## src/rtl/cnn_layer_accel_result_packer.sv

```systemverilog
// rtl/cnn_layer_accel_result_packer.sv - packs 16-bit quad results into 128-bit words behind a small output FIFO
module cnn_layer_accel_result_packer #(
  parameter int C_RESULT_WIDTH = 16,
  parameter int C_OUT_WIDTH    = 128,
  parameter int C_FIFO_DEPTH   = 4
) (
  input  logic                                    clk_if,
  input  logic                                    rst,
  input  logic                                    job_start,
  input  logic [9:0]                              num_output_rows_cfg,
  input  logic [9:0]                              num_output_cols_cfg,
  input  logic [11:0]                             num_kernel_cfg,
  input  logic                                    result_valid,
  output logic                                    result_accept,
  input  logic [C_RESULT_WIDTH-1:0]               result_data,
  output logic                                    out_valid,
  input  logic                                    out_ready,
  output logic [C_OUT_WIDTH-1:0]                  out_data,
  output logic [C_OUT_WIDTH/C_RESULT_WIDTH-1:0]   out_keep,
  output logic                                    out_last,
  output logic                                    job_done,
  output logic                                    busy
);

  localparam int LANES = C_OUT_WIDTH / C_RESULT_WIDTH;
  localparam int LW    = $clog2(LANES);
  localparam int AW    = $clog2(C_FIFO_DEPTH);
  localparam int CW    = AW + 1;

  typedef enum logic [1:0] {S_IDLE, S_RUN, S_DRAIN, S_DONE} state_t;

  state_t               state, state_next;
  logic [31:0]          total, res_cnt;
  logic [LW-1:0]        lane_idx;
  logic [C_OUT_WIDTH-1:0] asm_data, asm_data_next;
  logic [LANES-1:0]     asm_keep, asm_keep_next;

  logic [C_OUT_WIDTH-1:0] fifo_data [C_FIFO_DEPTH];
  logic [LANES-1:0]       fifo_keep [C_FIFO_DEPTH];
  logic [C_FIFO_DEPTH-1:0] fifo_last;
  logic [AW-1:0]          wr_ptr, rd_ptr;
  logic [CW-1:0]          fifo_count;

  logic start_ok, cfg_zero, accept_fire, is_final, push, pop;

  assign start_ok      = (state == S_IDLE) && job_start;
  assign cfg_zero      = (num_output_rows_cfg == '0) || (num_output_cols_cfg == '0) ||
                         (num_kernel_cfg == '0);
  assign result_accept = (state == S_RUN) && (fifo_count < CW'(C_FIFO_DEPTH));
  assign accept_fire   = result_valid && result_accept;
  assign is_final      = accept_fire && ((res_cnt + 32'd1) == total);
  assign push          = accept_fire && ((lane_idx == LW'(LANES - 1)) || is_final);
  assign pop           = out_valid && out_ready;

  // FIFO head drives the outputs; an empty FIFO presents all-zero fields
  assign out_valid = (fifo_count != '0);
  assign out_data  = out_valid ? fifo_data[rd_ptr] : '0;
  assign out_keep  = out_valid ? fifo_keep[rd_ptr] : '0;
  assign out_last  = out_valid ? fifo_last[rd_ptr] : 1'b0;
  assign job_done  = (state == S_DONE);
  assign busy      = (state != S_IDLE);

  // Word being assembled with the incoming result merged into its lane
  always_comb begin
    asm_data_next = asm_data;
    asm_keep_next = asm_keep | (LANES'(1) << lane_idx);
    asm_data_next[lane_idx*C_RESULT_WIDTH +: C_RESULT_WIDTH] = result_data;
  end

  // State register
  always_ff @(posedge clk_if) begin
    if (!rst) state <= S_IDLE;
    else      state <= state_next;
  end

  // Next-state: final word push ends RUN, final word handshake ends DRAIN
  always_comb begin
    state_next = state;
    case (state)
      S_IDLE:  if (job_start) state_next = cfg_zero ? S_DONE : S_RUN;
      S_RUN:   if (is_final) state_next = S_DRAIN;
      S_DRAIN: if ((fifo_count == '0) || ((fifo_count == CW'(1)) && pop)) state_next = S_DONE;
      S_DONE:  state_next = S_IDLE;
      default: state_next = S_IDLE;
    endcase
  end

  // Job configuration, result counter and lane assembly
  always_ff @(posedge clk_if) begin
    if (!rst) begin
      total    <= '0;
      res_cnt  <= '0;
      lane_idx <= '0;
      asm_data <= '0;
      asm_keep <= '0;
    end else if (start_ok) begin
      total    <= 32'(num_output_rows_cfg) * 32'(num_output_cols_cfg) * 32'(num_kernel_cfg);
      res_cnt  <= '0;
      lane_idx <= '0;
      asm_data <= '0;
      asm_keep <= '0;
    end else if (accept_fire) begin
      res_cnt <= res_cnt + 32'd1;
      if (push) begin
        lane_idx <= '0;
        asm_data <= '0;
        asm_keep <= '0;
      end else begin
        lane_idx <= lane_idx + LW'(1);
        asm_data <= asm_data_next;
        asm_keep <= asm_keep_next;
      end
    end
  end

  // FIFO storage; contents are only observed through a nonzero count
  always_ff @(posedge clk_if) begin
    if (push) begin
      fifo_data[wr_ptr] <= asm_data_next;
      fifo_keep[wr_ptr] <= asm_keep_next;
      fifo_last[wr_ptr] <= is_final;
    end
  end

  // FIFO pointers and occupancy
  always_ff @(posedge clk_if) begin
    if (!rst) begin
      wr_ptr     <= '0;
      rd_ptr     <= '0;
      fifo_count <= '0;
    end else begin
      if (push) wr_ptr <= wr_ptr + AW'(1);
      if (pop)  rd_ptr <= rd_ptr + AW'(1);
      case ({push, pop})
        2'b10:   fifo_count <= fifo_count + CW'(1);
        2'b01:   fifo_count <= fifo_count - CW'(1);
        default: fifo_count <= fifo_count;
      endcase
    end
  end

endmodule

```

## config.mk

```make
export PLATFORM = sky130hd
export DESIGN_NAME = cnn_layer_accel_result_packer
export DESIGN_NICKNAME = d
export VERILOG_FILES = /design/src/rtl/cnn_layer_accel_result_packer.sv
export SDC_FILE = /design/constraint.sdc
export NUM_CORES = 2
export LEC_CHECK = 0
export BUFFER_PORTS_ARGS = -buffer_cell sky130_fd_sc_hd__buf_2
export CORE_ASPECT_RATIO = 1.2
export CORE_MARGIN = 2
export CORE_UTILIZATION = 58
export CTS_BUF_LIST = sky130_fd_sc_hd__clkbuf_8
export DETAILED_ROUTE_END_ITERATION = 16
export GPL_TIMING_DRIVEN = 0
export MAX_ROUTING_LAYER = met4
export PLACE_DENSITY = 0.79
export SETUP_SLACK_MARGIN = 0.1
export SLEW_MARGIN = 10
export SYNTH_ARGS = -nofsm -noshare
export SYNTH_HDL_FRONTEND = slang
export SYNTH_SLANG_ARGS = --single-unit
```

## constraint.sdc

```tcl
create_clock -name clk_if -period 11.8 [get_ports clk_if]
set_clock_uncertainty 0.05 [all_clocks]
set_input_delay 2.36 -clock clk_if [delete_from_list [all_inputs] [get_ports clk_if]]
set_output_delay 2.36 -clock clk_if [all_outputs]
set_load 0.02 [all_outputs]
```

; ---- Yosys cells after proc, flatten, opt, wreduce, memory -nomap -nowiden
; Memories as Yosys holds them, arrays and structs flattened. A register that Yosys moved wholly into a read port is not among the register bits.
; Cells that the tools add are included.
[totals]
register_bits = 216
ramBits = 544
input_bits = 53
out_inout_bits = 141
wordCells = 87
mem_count = 2
[op_classes]
add_sub_neg = 7
n_mul = 2
n_lt_le_gt_ge = 4
n_eq_ne = 11
n_shift = 3
muxes = 24
bitwise = 2
n_reduce_logical = 22
[mem_list]
columns = name, depth, width, read_ports, rd_ports_with_merged_regs, wr, line
row1 = fifo_data, 4, 128, 1, 1, 1, 38  ; logic [C_OUT_WIDTH-1:0] fifo_data [C_FIFO_DEPTH];
row2 = fifo_keep, 4, 8, 1, 1, 1, 39  ; logic [LANES-1:0] fifo_keep [C_FIFO_DEPTH];
[op_table]
columns = operator, n
row1 = two-way mux 128 bit, 2
row2 = bitwise mux 128 bit, 1
row3 = "variable shift 16 x 34 -> 128 bit, first input constant", 1
row4 = indexed part select 16 x 34 -> 128 bit, 1
row5 = negation 7 -> 34 bit, 1
row6 = "adder 32 x 1 -> 32 bit, second input constant", 1
row7 = equality test 32 bit, 1
row8 = multiplier 20 x 12 -> 32 bit, 1
row9 = logical NOT 10 bit, 2
row10 = multiplier 10 x 10 -> 20 bit, 1
row11 = two-way mux 2 bit, 8
row12 = two-way mux 8 bit, 2
row13 = logical NOT 12 bit, 1
row14 = logical AND 1 bit, 8
row15 = bitwise OR 8 bit, 1
row16 = case mux 2 bit (4 select lines), 1
row17 = "left shift 1 x 3 -> 8 bit, first input constant", 1
row18 = "adder 3 x 1 -> 3 bit, second input constant", 2
row19 = "equality test 2 bit, second input constant", 3
row20 = "< comparator 2 x 3 -> 1 bit, second input constant", 2
row21 = "inequality test 2 bit, second input constant", 3
row22 = case mux 3 bit (2 select lines), 1
row23 = two-way mux 1 bit, 5
row24 = "adder 2 x 1 -> 2 bit, second input constant", 2
row25 = other kinds (18), 23

; ---- Depth between registers and ports, before layout
[logic_depth]
depth_word = 8
ltp_mapped = 41
depth_no_buf = 39

; ---- Worst setup path before layout
; Ideal clock, no wire load.
[synth_timing]
path_type = input to register
from = input num_output_cols_cfg[1]
to = register total[29]
setup_time_ns = 0.122
t_arrival_ns = 11.518
required_ns = 11.628
slack_ns = 0.110
path_stages = 37
n_path_buf = 2
cell_sequence = clkbuf_1 > nand2_1 > fa_1 > fa_1 > fa_1 > fa_1 > fa_1 > inv_1 > ha_1 > and2_1 > o21ai_0 > o31ai_1 > o41a_1 > and2_1 > nor2_1 > o21a_1 > xnor2_1 > clkbuf_1 > nand2_1 > fa_1 > inv_1 > fa_1 > inv_1 > fa_1 > fa_1 > fa_1 > inv_1 > ha_1 > a21o_1 > a211oi_1 > nand2_1 > o2bb2ai_1 > o21ai_0 > and4_1 > nor3_1 > xor2_1 > o21ai_0
[synth_between]
elab_chain_cells = 2
[synth_rtl]
columns = element, line
row1 = from (decl), 11  ; input logic [9:0] num_output_cols_cfg,
row2 = multiplier 10 x 10 -> 20 bit, 97  ; total <= 32'(num_output_rows_cfg) * 32'(num_output_cols_cfg) * 32'(num_kernel_cfg);
row3 = multiplier 20 x 12 -> 32 bit, 97
row4 = to (signal assigned), 97
row5 = to (decl), 33  ; logic [31:0] total, res_cnt;
; Every way passes these cells.
; A chain may end at the register's enable or synchronous reset.

; ---- Worst setup path after layout
[layout_timing]
from = input num_output_rows_cfg[8]
to = register total[30]
[layout_between]
elab_chain_cells = 2
[layout_rtl]
columns = element, line
row1 = from (decl), 10  ; input logic [9:0] num_output_rows_cfg,
row2 = multiplier 10 x 10 -> 20 bit, 97
row3 = multiplier 20 x 12 -> 32 bit, 97
; Every way passes these cells.

==> metrics.md <==
| Metric | Value |
|---|---|
| Number of max-cap violations | `0` |
| Hold path depth | `2` |
| Antenna-violating nets left | `0` |
| Hold Path End | `asm_keep[7]` |
| Width of the die | `249 um` |
| Synthesis-to-finish area growth | `10.6%` |
| Slew Limit Fails | `0` |
| Gr usage total | `28.2%` |
| Global route overflow | `0` |
| Synthesized instance count | `3,454` |
| Initial Utilization | `58.7%` |
| Hold_sp | `asm_keep[7]` |
| Ports | `194` |
| Wire length on met3 | `8.24 mm` |
| Syn avg cell area | `12.1 um^2` |
| Hold-fix buffers at CTS | `0` |
| Slew headroom | `16.7%` |
| Commonest cells in the netlist | `edfxtp_1, nand2_1, and2_1, inv_1, fa_1` |
| YS warnings | `0` |
| CP endpoint kind | `flop` |
| Max incr delay on CP | `0.60 ns` |
| TritonCTS buffer count | `102` |
| Cell area after layout | `0.0463 mm^2` |
| Dominant synthesized flop cell | `edfxtp_1` |
| Post-Syn Area | `0.0418 mm^2` |
| WL per Instance | `21.1 um` |
| GP Congestion | `0.948` |
| Drt first pass iters | `6` |
| Vias per cell | `5.83` |
| Placed standard-cell area | `0.0442 mm^2` |
| Status | `finished clean` |
| H-tree levels | `3` |
| Fin crit share | `96.0%` |
| Share of cells above drive strength 1 | `15.4%` |
| Worst-Skew Late Latency | `0.69 ns` |
| Final Hold Viols | `0` |
| Drt first-iter violations | `2,129` |
| Worst Tran Pin Value | `1.25 ns` |
| Worst R2R Path Depth | `14` |
| Die area | `0.0743 mm^2` |
| R2R Path End | `fifo_data[1][17]` |
| Initial antenna violation count | `5` |
| Vias in the first global route | `28.5k` |
| # port buffers | `193` |
| CP startpoint kind | `input port` |
| M1 WL | `36.9 mm` |
| CTS tree | `built` |
| Mapped Nets | `3,898` |
| Cell taking the most area after synthesis | `edfxtp_1` |
| Post-synth EDFFs | `548` |
| Synthesized flop and latch total | `762` |
| Hold Crit Class | `reg -> reg` |
| Vias | `27.8k` |
| RSZ-0062 raised after global routing | `false` |
| FMAX | `88.2 MHz` |
| Largest net degree at the start of global routing | `52` |
| Final net count | `4,189` |
| Critical path's slowest cell | `fa_1` |
| WL final | `101 mm` |
| Minimum clock period | `11.33 ns` |
| Met2 Routed Length | `50.0 mm` |
| Post-synth ARST share | `0%` |
| Top cell by count, worst path | `fa_1` |
| Worst path bufs/invs | `7` |
| Leading post-synthesis cells by cell area | `edfxtp_1, fa_1, dfxtp_1` |
| Worst-path clk slew | `0.06 ns` |
| CP required | `12.30 ns` |
| Worst R2R Setup Slack | `6.69 ns` |
| Count leader, synth | `edfxtp_1` |
| FP Rows | `107` |
| First-pass GRT wire length | `158 mm` |
| Clock root buffer | `clkbuf_8` |
| Reg2reg start | `state[1]` |
| Distinct cells, synth | `76` |
| Crit Path Max Fanout | `11` |
| Core area | `0.0712 mm^2` |
| Final HPWL DP | `73.0 mm` |
| CTS Sinks | `762` |
| Setup_tns | `0 ns` |
| DRC viols | `0` |
| Die height | `298 um` |
| Crit path kind | `in -> reg` |
| # setup viols final | `0` |
| Top cell type's share of synthesized area | `39.3%` |
| Worst path top cell family by delay | `adder cells` |
| Sequential area share after synthesis | `49.6%` |
| Worst EP arrival | `11.83 ns` |
| Top sig layer | `met4` |
| Max Root-Sink Buffers | `3` |
layer usage:
| layer | GRT usage, % | vias up |
|---|---|---|
| li1 | - | 12500 |
| met1 | 33.4 | 13700 |
| met2 | 47.3 | 1250 |
| met3 | 4.38 | 319 |
| met4 | 13.9 | 0 |
| met5 | - | - |
flip-flops by register name (all words and copies together) (netlist names), named ones only:
signal	flops
wr_ptr	2
state	2
asm_data	128
asm_keep	8
fifo_count	3
lane_idx	3
res_cnt	32
fifo_last	4
rd_ptr	2
fifo_keep	32
fifo_data	512
total	32
final cells by class:
class	instances	area, um^2
Fill cell	5223	25000
Sequential cell	762	20700
Multi-Input combinational cell	2196	19300
Clock buffer	110	1510
Timing Repair Buffer	206	1240
Tap cell	926	1160
Inverter	288	1080
Buffer	189	791
Clock inverter	81	442
Antenna cell	6	15.0
placed cells by master (no fill, tap or decap), types with 137 or more instances in the layout:
cell | netlist | layout
and2_1 | 288 | 284
buf_2 | 22 | 208
dfxtp_1 | 214 | 214
edfxtp_1 | 548 | 548
fa_1 | 242 | 242
ha_1 | 149 | 146
inv_1 | 288 | 320
mux4_2 | 137 | 137
nand2_1 | 426 | 426
nor2_1 | 219 | 218
o21ai_0 | 143 | 142
what timing repair did:
action | in CTS | in global routing
setup endpoints to repair | 13 | 12
resized for setup | 9 | 47
setup buffers | 0 | 5
pin swaps | 0 | 2
endpoints found under the hold margin | 0 | 0
metrics by stage:
stage                     setup slack, ns  util (%)  cells  hold WS, ns
after floorplan                     0.110         -   3454        0.354
after global placement              -1.26      61.7   4573        0.365
after detailed placement            -1.39      62.1   4581        0.379
after CTS                           0.107      64.7   4755        0.389
after global routing               0.0829      65.0   4763        0.406
final                               0.468      65.0   4764        0.391
worst min-delay path: cells and delay by family, from the launching register on:
family	cells	cell delay, ns
buffers and inverters	1	0.05
DFF	1	0.31
and+or+nand+nor	1	0.04
kinds of logic after synthesis:
logic type / Yosys count / share of synthesized area, %
compound gates: 402 / 6.18
xor+xnor: 113 / 2.37
fa+ha+maj: 391 / 16.0
buf+inv: 496 / 4.56
flops: 762 / 49.6
mux: 171 / 8.28
simple gates: 1119 / 13.0
how the worst max path moves through the flow:
stage,slack (ns),endpoint,startpoint,depth (start not counted)
global placement,-1.26,total[30],num_output_rows_cfg[7],38
global route,0.08,total[30],num_output_rows_cfg[4],39
CTS,0.11,total[29],num_output_rows_cfg[8],37
detailed placement,-1.39,total[30],num_output_rows_cfg[8],38
finish,0.47,total[30],num_output_rows_cfg[8],38
floorplan,0.11,total[29],num_output_cols_cfg[1],37
Power is not shown: default switching activity piles up to over one toggle a cycle in this logic, so the estimate is an artifact.
